## src/rtl/user_if_pkg.sv

```systemverilog
`default_nettype none
// +------------------------------------------------------------------+
// | user_if_pkg : shared handshake-width constants for user IF       |
// | Rev 1.0                                                          |
// +------------------------------------------------------------------+
package user_if_pkg;
   localparam int USER_PAYLOAD_BITS = 32;
   localparam int USER_PORT_ID_BITS = 3;
   localparam int USER_STAT_BITS    = 16;
endpackage
`default_nettype wire

```

## src/rtl/user_in_rr_merge_rr_arbiter.sv

```systemverilog
`default_nettype none
// +------------------------------------------------------------------+
// | rr_arbiter : round-robin arbiter, one-hot grant + index, pointer  |
// | Rev 1.0                                                          |
// +------------------------------------------------------------------+
module rr_arbiter #(
   parameter int NUM_REQ  = 5,
   parameter int IDX_BITS = 3
) (
   input  logic                clk,
   input  logic                rst_n,
   input  logic [NUM_REQ-1:0]  req,
   input  logic                advance,
   output logic [NUM_REQ-1:0]  grant,
   output logic [IDX_BITS-1:0] grant_idx,
   output logic                grant_vld
);

   logic [IDX_BITS-1:0] r_ptr;
   logic [IDX_BITS-1:0] w_hi_idx;
   logic [IDX_BITS-1:0] w_lo_idx;
   logic                w_hi_found;
   logic                w_lo_found;

   // Lowest requester at/after the pointer wins; otherwise wrap to lowest overall.
   always_comb begin
      w_hi_found = 1'b0;
      w_lo_found = 1'b0;
      w_hi_idx   = '0;
      w_lo_idx   = '0;
      for (int k = NUM_REQ - 1; k >= 0; k--) begin
         if (req[k]) begin
            w_lo_found = 1'b1;
            w_lo_idx   = IDX_BITS'(k);
            if (k >= int'(r_ptr)) begin
               w_hi_found = 1'b1;
               w_hi_idx   = IDX_BITS'(k);
            end
         end
      end
      grant_vld = advance && (w_hi_found || w_lo_found);
      grant_idx = w_hi_found ? w_hi_idx : w_lo_idx;
      grant     = grant_vld ? (NUM_REQ'(1) << grant_idx) : '0;
   end

   always_ff @(posedge clk or negedge rst_n) begin
      if (!rst_n) begin
         r_ptr <= '0;
      end else if (grant_vld) begin
         r_ptr <= (grant_idx == IDX_BITS'(NUM_REQ - 1)) ? '0 : grant_idx + 1'b1;
      end
   end

endmodule
`default_nettype wire

```

## src/rtl/user_in_rr_merge.sv

```systemverilog
`default_nettype none
// +------------------------------------------------------------------+
// | user_in_rr_merge : N-port round-robin merge into one output reg   |
// | Option: USER_IN_RR_MERGE_STATS_EN adds per-port transfer counters |
// | Rev 1.0                                                          |
// +------------------------------------------------------------------+
module user_in_rr_merge
   import user_if_pkg::*;
#(
   parameter int NUM_IN_PORTS = 5,
   parameter int PAYLOAD_BITS = USER_PAYLOAD_BITS,
   parameter int PORT_ID_BITS = USER_PORT_ID_BITS
) (
   input  logic                                 clk_user,
   input  logic                                 reset_n,
   input  logic [NUM_IN_PORTS*PAYLOAD_BITS-1:0] din,
   input  logic [NUM_IN_PORTS-1:0]              vld_in,
   output logic [NUM_IN_PORTS-1:0]              ack_out,
   output logic [PAYLOAD_BITS-1:0]              dout,
   output logic [PORT_ID_BITS-1:0]              dout_port,
   output logic                                 vld_out,
   input  logic                                 ack_in
`ifdef USER_IN_RR_MERGE_STATS_EN
   ,
   output logic [NUM_IN_PORTS*USER_STAT_BITS-1:0] port_xfer_cnt
`endif
);

   logic [PAYLOAD_BITS-1:0] r_hold [NUM_IN_PORTS];
   logic [NUM_IN_PORTS-1:0] r_full;
   logic [PAYLOAD_BITS-1:0] r_dout;
   logic [PORT_ID_BITS-1:0] r_dout_port;
   logic                    r_vld_out;

   logic [NUM_IN_PORTS-1:0] w_grant;
   logic [PORT_ID_BITS-1:0] w_grant_idx;
   logic                    w_grant_vld;
   logic                    w_load_out;
   logic [PAYLOAD_BITS-1:0] w_sel_data;

   assign w_load_out = !r_vld_out || ack_in;
   assign ack_out    = ~r_full | w_grant;
   assign dout       = r_dout;
   assign dout_port  = r_dout_port;
   assign vld_out    = r_vld_out;

   rr_arbiter #(
      .NUM_REQ  (NUM_IN_PORTS),
      .IDX_BITS (PORT_ID_BITS)
   ) u_arb (
      .clk       (clk_user),
      .rst_n     (reset_n),
      .req       (r_full),
      .advance   (w_load_out),
      .grant     (w_grant),
      .grant_idx (w_grant_idx),
      .grant_vld (w_grant_vld)
   );

   always_comb begin
      w_sel_data = '0;
      for (int k = 0; k < NUM_IN_PORTS; k++) begin
         if (w_grant[k]) begin
            w_sel_data = w_sel_data | r_hold[k];
         end
      end
   end

   // A new word may replace a word that is leaving this cycle; full stays set.
   always_ff @(posedge clk_user or negedge reset_n) begin
      if (!reset_n) begin
         r_full <= '0;
         for (int k = 0; k < NUM_IN_PORTS; k++) begin
            r_hold[k] <= '0;
         end
      end else begin
         for (int k = 0; k < NUM_IN_PORTS; k++) begin
            if (vld_in[k] && ack_out[k]) begin
               r_hold[k] <= din[k*PAYLOAD_BITS +: PAYLOAD_BITS];
               r_full[k] <= 1'b1;
            end else if (w_grant[k]) begin
               r_full[k] <= 1'b0;
            end
         end
      end
   end

   always_ff @(posedge clk_user or negedge reset_n) begin
      if (!reset_n) begin
         r_vld_out   <= 1'b0;
         r_dout      <= '0;
         r_dout_port <= '0;
      end else if (w_load_out) begin
         r_vld_out <= w_grant_vld;
         if (w_grant_vld) begin
            r_dout      <= w_sel_data;
            r_dout_port <= w_grant_idx;
         end
      end
   end

`ifdef USER_IN_RR_MERGE_STATS_EN
   generate
      for (genvar i = 0; i < NUM_IN_PORTS; i++) begin : g_stat
         logic [USER_STAT_BITS-1:0] r_cnt;
         always_ff @(posedge clk_user or negedge reset_n) begin
            if (!reset_n) begin
               r_cnt <= '0;
            end else if (r_vld_out && ack_in && (r_dout_port == PORT_ID_BITS'(i))) begin
               r_cnt <= r_cnt + 1'b1;
            end
         end
         assign port_xfer_cnt[i*USER_STAT_BITS +: USER_STAT_BITS] = r_cnt;
      end
   endgenerate
`endif

endmodule
`default_nettype wire

```

## config.mk

```make
export PLATFORM = sky130hd
export DESIGN_NAME = user_in_rr_merge
export DESIGN_NICKNAME = d
export VERILOG_FILES = /design/src/rtl/user_if_pkg.sv /design/src/rtl/user_in_rr_merge_rr_arbiter.sv /design/src/rtl/user_in_rr_merge.sv
export SDC_FILE = /design/constraint.sdc
export NUM_CORES = 1
export LEC_CHECK = 0
export BUFFER_PORTS_ARGS = -buffer_cell sky130_fd_sc_hd__buf_4
export CAP_MARGIN = 20
export CORE_MARGIN = 8
export CORE_UTILIZATION = 61
export CTS_BUF_LIST = sky130_fd_sc_hd__clkbuf_4
export CTS_CLUSTER_DIAMETER = 100
export DETAILED_ROUTE_END_ITERATION = 8
export PLACE_DENSITY = 0.88
export SYNTH_ARGS = -nofsm -noshare
export SYNTH_HDL_FRONTEND = slang
export SYNTH_HIERARCHICAL = 1
export SYNTH_SLANG_ARGS = --single-unit
export TNS_END_PERCENT = 100
```

## constraint.sdc

```tcl
create_clock -name clk_user -period 6.8 [get_ports clk_user]
set_clock_uncertainty 0.1 [all_clocks]
set_input_delay 0.34 -clock clk_user [delete_from_list [all_inputs] [get_ports clk_user]]
set_output_delay 0.34 -clock clk_user [all_outputs]
set_load 0.02 [all_outputs]
```

**Word level (Yosys, flattened, before mapping)**

Cells that the tools add are included.

- Bits in registers: 204
- Bits in read-only memories: 0
- Memories: 0
- Bits in latches: 0
- Bits in writable memories: 0

- Shift operators: 1
- Multiply operators: 0
- Div/mod/pow operators: 0
- Bitwise gates (word level): 6
- Muxes and demuxes: 48
- Reduce and logical (&&, ||, !) cells: 15
- $lt $le $gt $ge: 5
- Eq/ne operators: 1
- Add/sub/neg operators: 1

Operators with widths:

| operator | number |
|---|---|
| $mux 32 | 5 |
| $or 32x32->32 | 4 |
| $mux 3 | 17 |
| $mux 1 | 25 |
| $reduce_bool 2->1 | 5 |
| $ge 1x3->1 const A | 2 |
| $ge 2x3->1 const A | 2 |
| $logic_and 1x1->1 | 6 |
| $mux 5 | 1 |
| $not 5->5 | 1 |
| $or 5x5->5 | 1 |
| $shl 1x3->5 const A | 1 |
| $add 3x1->3 const B | 1 |
| $eq 3x3->1 const B | 1 |
| $ge 3x3->1 const A | 1 |
| $logic_or 1x1->1 | 2 |
| $reduce_and 2->1 | 1 |
| $logic_not 1->1 | 1 |

**Longest topological paths before layout**

- Depth after elaboration: 23
- Gate-level depth with buffers: 14
- Mapped depth without buffers: 12

**Hierarchy**

Netlist, hierarchy kept.

By module, submodules not included:

| module | sequential area each (um2) | cells an instance | area each (um2) | instances |
|---|---|---|---|---|
| user_in_rr_merge | 5029.8 | 557 | 8889.8 | 1 |
| rr_arbiter | 75.1 | 53 | 426.7 | 1 |

**Worst setup path after synthesis**

No wires, ideal clock.

- Path type: register to register
- From: reg r_full[2]
- To: reg r_hold[33] (netlist name)
- Setup slack: 3.952 ns
- Cell stages (with the launch flop): 13
- Arrival: 2.623 ns
- Cell sequence: dfrtp_1 a21bo_2 a22o_2 a32oi_1 inv_1 ha_1 ha_1 and2_1 buf_2 nand2b_4 nand2_4 buf_6 mux2_4

- Longest elaborated chain between the ends: 10

RTL lines:

| item | RTL line | RTL |
|---|---|---|
| start, declared | user_in_rr_merge.sv:30 | `logic [NUM_IN_PORTS-1:0] r_full;` |
| start signal, assigned | user_in_rr_merge.sv:72 | `r_full <= '0;` |
| start signal, assigned by index | user_in_rr_merge.sv:80 | `r_full[k] <= 1'b1;` |
| start signal, assigned by index | user_in_rr_merge.sv:82 | `r_full[k] <= 1'b0;` |
| $mux 3 or $mux 1 (tied branches) | user_in_rr_merge_rr_arbiter.sv:32 | `if (req[k]) begin` |
| $mux 3 or $mux 1 (tied branches) | user_in_rr_merge_rr_arbiter.sv:35 | `if (k >= int'(r_ptr)) begin` |
| $mux 3 or $mux 1 (tied branches) | user_in_rr_merge_rr_arbiter.sv:32 |  |
| $mux 3 or $mux 1 (tied branches) | user_in_rr_merge_rr_arbiter.sv:35 |  |
| $mux 3 or $mux 1 (tied branches) | user_in_rr_merge_rr_arbiter.sv:32 |  |
| $mux 3 * | user_in_rr_merge_rr_arbiter.sv:42 | `grant_idx = w_hi_found ? w_hi_idx : w_lo_idx;` |
| named net w_grant_idx[0] | user_in_rr_merge.sv:36 | `logic [PORT_ID_BITS-1:0] w_grant_idx;` |
| $shl 1x3->5 * | user_in_rr_merge_rr_arbiter.sv:43 | `grant = grant_vld ? (NUM_REQ'(1) << grant_idx) : '0;` |
| $mux 5 * | user_in_rr_merge_rr_arbiter.sv:43 |  |
| named net w_grant[3] | user_in_rr_merge.sv:35 | `logic [NUM_IN_PORTS-1:0] w_grant;` |
| $or 5x5->5 * | user_in_rr_merge.sv:42 | `assign ack_out = ~r_full \| w_grant;` |
| named net ack_out[3] | user_in_rr_merge.sv:18 | `output logic [NUM_IN_PORTS-1:0] ack_out,` |
| $logic_and 1x1->1 * | user_in_rr_merge.sv:78 | `if (vld_in[k] && ack_out[k]) begin` |
| end signal, assigned by index | user_in_rr_merge.sv:79 | `r_hold[k] <= din[k*PAYLOAD_BITS +: PAYLOAD_BITS];` |
| end, declared | user_in_rr_merge.sv:29 | `logic [PAYLOAD_BITS-1:0] r_hold [NUM_IN_PORTS];` |

The timed path passes the listed nets; every way through them passes the cells marked *.
A chain may end at the register's enable or synchronous reset.

**Worst setup path after layout**

- From: reg r_full[1]
- To: reg r_dout[4], in the netlist dout[4]

RTL lines:

| item | RTL line | RTL |
|---|---|---|
| $mux 1 | user_in_rr_merge_rr_arbiter.sv:32 |  |
| $mux 1 | user_in_rr_merge_rr_arbiter.sv:35 |  |
| $mux 1 | user_in_rr_merge_rr_arbiter.sv:32 |  |
| $logic_or 1x1->1 * | user_in_rr_merge_rr_arbiter.sv:41 | `grant_vld = advance && (w_hi_found \|\| w_lo_found);` |
| $logic_and 1x1->1 * | user_in_rr_merge_rr_arbiter.sv:41 |  |
| named net w_grant_vld | user_in_rr_merge.sv:37 | `logic w_grant_vld;` |
| $mux 5 * | user_in_rr_merge_rr_arbiter.sv:43 |  |
| named net w_grant[1] | user_in_rr_merge.sv:35 |  |
| $mux 32 * | user_in_rr_merge.sv:63 | `if (w_grant[k]) begin` |
| $or 32x32->32 | user_in_rr_merge.sv:64 | `w_sel_data = w_sel_data \| r_hold[k];` |
| $mux 32 * | user_in_rr_merge.sv:63 |  |
| $or 32x32->32 | user_in_rr_merge.sv:64 |  |
| $mux 32 * | user_in_rr_merge.sv:63 |  |
| $or 32x32->32 | user_in_rr_merge.sv:64 |  |
| $mux 32 * | user_in_rr_merge.sv:63 |  |
| end signal, assigned | user_in_rr_merge.sv:96 | `r_dout <= w_sel_data;` |
| end, declared | user_in_rr_merge.sv:31 | `logic [PAYLOAD_BITS-1:0] r_dout;` |

Marked as above.

==> impl_metrics.env <==
export IMPL_clock_root_buffer="clkbuf_4"
export IMPL_num_io_pins=209
export IMPL_grt_usage=0.360
export IMPL_rsz0062_at_grt="no"
export IMPL_nNetsFinal=1172
export IMPL_min_period_ps=3540
export IMPL_required_ps=7200
export IMPL_drt_iter0_drc=975
export IMPL_drv_slew=0
export IMPL_hold_slack_ps=182
export IMPL_maxCapViolCount=0
export IMPL_dr_pass1_iters=9
export IMPL_die_area_um2=19500
export IMPL_die_w_um=140
export IMPL_p_leak_nw=6.48
export IMPL_grt_pass1_wl_um=53400
export IMPL_path_max_fanout=39
export IMPL_gp_congestion=0.913
export IMPL_syn_cell_area_um2=9320
export IMPL_syn_nets=783
export IMPL_max_slew_margin=0.353
export IMPL_hold_class="in -> reg"
export IMPL_status="complete, but fails checks"
export IMPL_num_vias=7848
export IMPL_ys_seq_elements=204
export IMPL_hold_viol=0
export IMPL_wl_per_cell_um=29.1
export IMPL_worstPathArrival_ps=3940
export IMPL_grt_max_degree=123
export IMPL_ant_nets=0
export IMPL_dpl_cell_area_um2=10800
export IMPL_dp_cells=965
export IMPL_busiest_layer="met2"
export IMPL_hold_buffers=166
export IMPL_htree_levels=2
export IMPL_crit_type="reg -> reg"
export IMPL_synth_seq_area_share=0.548
export IMPL_end_kind="flop"
export IMPL_tightest_slew_ps=971
export IMPL_fin_area_um2=13200
export IMPL_ir_drop_mv=0.322
export IMPL_startpoint_type="flop"
export IMPL_grt_pass1_vias=8659
export IMPL_start_util=0.617
export IMPL_synth_avg_cell_area_um2=15.3
export IMPL_via_per_inst=6.42
export IMPL_clk_pin_slew_ps=80
export IMPL_antenna_found_initial=2
export IMPL_setup_ws_ps=3260
export IMPL_worst_path_buf_inv=2
export IMPL_cts_sinks=204
export IMPL_drive_above_1_share=0.470
export IMPL_syn_inst=610
export IMPL_tns_ps=0
export IMPL_max_stage_delay_ps=750
export IMPL_cts_resized=0
export IMPL_final_core_util=0.873
export IMPL_clock_fmax_mhz=282
export IMPL_portBuffers=208
export IMPL_nFillCells=625
export IMPL_setup_viol=0
export IMPL_clk_path_buf_depth=3
export IMPL_grtUsageMet2=0.622
export IMPL_clk_latency_ps=680
export IMPL_cp_cell_sequence="or4_4 -> o21ai_4 -> inv_2 -> and3_1 -> buf_4 -> a222oi_1 -> a31oi_1"
export IMPL_yosysUniqueCellTypes=41
export IMPL_finalNonFillerCells=1223
export IMPL_place_hpwl_um=17800
export IMPL_cp_slowest_cell="a222oi_1"
export IMPL_synthArstFlopShare=1.00
export IMPL_wl_um=35600
export IMPL_syn_to_final_growth_pct=41.4
export IMPL_dieHeight_um=140
export IMPL_fin_total_pwr_mw=6.47
export IMPL_synth_flop_cell="dfrtp_1"
export IMPL_powerDensity_nw_per_um2=491
export IMPL_post_route_period_util=0.521
export IMPL_synth_edf_count=0
export IMPL_cp_top_family="compound AO/OA/AOI/OAI gates"
export IMPL_dp_slack_ps=3500
export IMPL_remaining_drc_errors=2
export IMPL_use_met1=0.391
export IMPL_gr_total_overflow=0
export IMPL_synth_yosys_warnings=6
export IMPL_post_cts_buffers=0
export IMPL_num_rows=45
export IMPL_cts_tree="done"
export IMPL_cts_buffers=53
export IMPL_use_met3=0.0940
export IMPL_violations="design-rule violations"
export IMPL_core_area_um2=15100
## registers in the layout, indices dropped and copies added, names as in the netlist
signal       cells
vld_out          1
dout            32
r_full           5
u_arb/r_ptr      3
dout_port        3
r_hold         160
## layer usage
| metal | up-vias | share of wire |
|---|---|---|
| met5 | - | 0 |
| met2 | 728 | 0.50 |
| met4 | 0 | 0.060 |
| li1 | 3115 | - |
| met3 | 165 | 0.10 |
| met1 | 3840 | 0.33 |
## layout make-up
type	count	area (um^2)	area share
Timing Repair Buffer	381	3300	0.251
Tap cell	188	235	0.0179
Antenna cell	2	5.00	0.000380
Clock buffer	85	638	0.0484
Inverter	4	15.0	0.00114
Sequential cell	204	5100	0.387
Multi-Input combinational cell	355	3850	0.293
Clock inverter	4	21.3	0.00161
## power breakdown
group / internal, mW / total (mW) / switching (mW)
logic: 1.57 / 2.96 / 1.39
clock network: 0.560 / 1.12 / 0.563
registers: 1.84 / 2.39 / 0.546
## worst register-to-register path: cells and delay by family (launching register included)
kind | cells | cell delay, ps
simple gates | 2 | 970
buf+inv | 2 | 650
flops | 1 | 470
compound gates | 3 | 1220
## logic make-up after synthesis
| family | Yosys count | synth area share |
|---|---|---|
| mux | 163 | 0.259 |
| flops | 204 | 0.548 |
| compound gates | 147 | 0.115 |
| buf+inv | 51 | 0.0385 |
| simple gates | 40 | 0.0329 |
| fa+ha+maj | 5 | 0.00672 |
## synthesized netlist by cell type (2+ instances only)
library cell,number,area [um^2]
dfrtp_1,204,5100
mux2_4,153,2300
a21oi_1,34,170
a31oi_1,33,206
a222oi_1,32,320
a22oi_1,32,240
buf_6,20,225
clkbuf_1,19,71.3
mux2_2,10,113
nor2_1,8,30.0
nand2b_1,6,37.5
nand2b_4,6,82.6
buf_2,5,25.0
ha_1,5,62.6
nand2_4,5,56.3
and3_1,3,18.8
buf_4,3,22.5
inv_1,3,11.3
nor2b_1,3,18.8
a22o_1,2,17.5
and2_1,2,12.5
nand2_1,2,7.51
o21a_1,2,15.0
## cells in the final DEF, fill, tap and decap left out, drive strengths merged
master,synthesis,layout
o21bai,1,1
clkbuf,19,86
nor2,8,8
buf,28,214
dlygate4sd3,0,166
a21oi,35,35
inv,4,5
clkinv,0,3
a22oi,32,32
o21ai,3,3
nor2b,3,3
ha,5,5
nand2,7,7
a31oi,33,33
a21o,1,1
nand4,1,1
o21a,2,2
nand2b,12,12
dfrtp,204,204
a222oi,32,32
diode,0,2
and2,3,3
nand3,1,1
a31o,1,1
a32oi,1,1
a22o,3,3
a21bo,1,1
and3,3,3
a2bb2oi,1,1
or4,1,1
nor4,1,1
a21boi,1,1
mux2,163,163
## path summary, 6_finish.rpt
path / from / endpoint / slack [ps] / cells after the start
setup / recovery: r_full[1]$_DFFE_PN0P_ / dout[4]$_DFFE_PN0P_ / 3260 / 7
hold / removal: ack_in / vld_out$_DFFE_PN0N_ / 180 / 3
setup reg to reg: r_full[1]$_DFFE_PN0P_ / dout[4]$_DFFE_PN0P_ / 3260 / 7
hold reg to reg: r_hold[24]$_DFFE_PN0P_ / r_hold[24]$_DFFE_PN0P_ / 410 / 1
max in group asynchronous: reset_n / r_hold[73]$_DFFE_PN0P_ / 5060 / 4
min in group asynchronous: reset_n / r_hold[111]$_DFFE_PN0P_ / 230 / 2
Power figures use the tool's default switching activity.
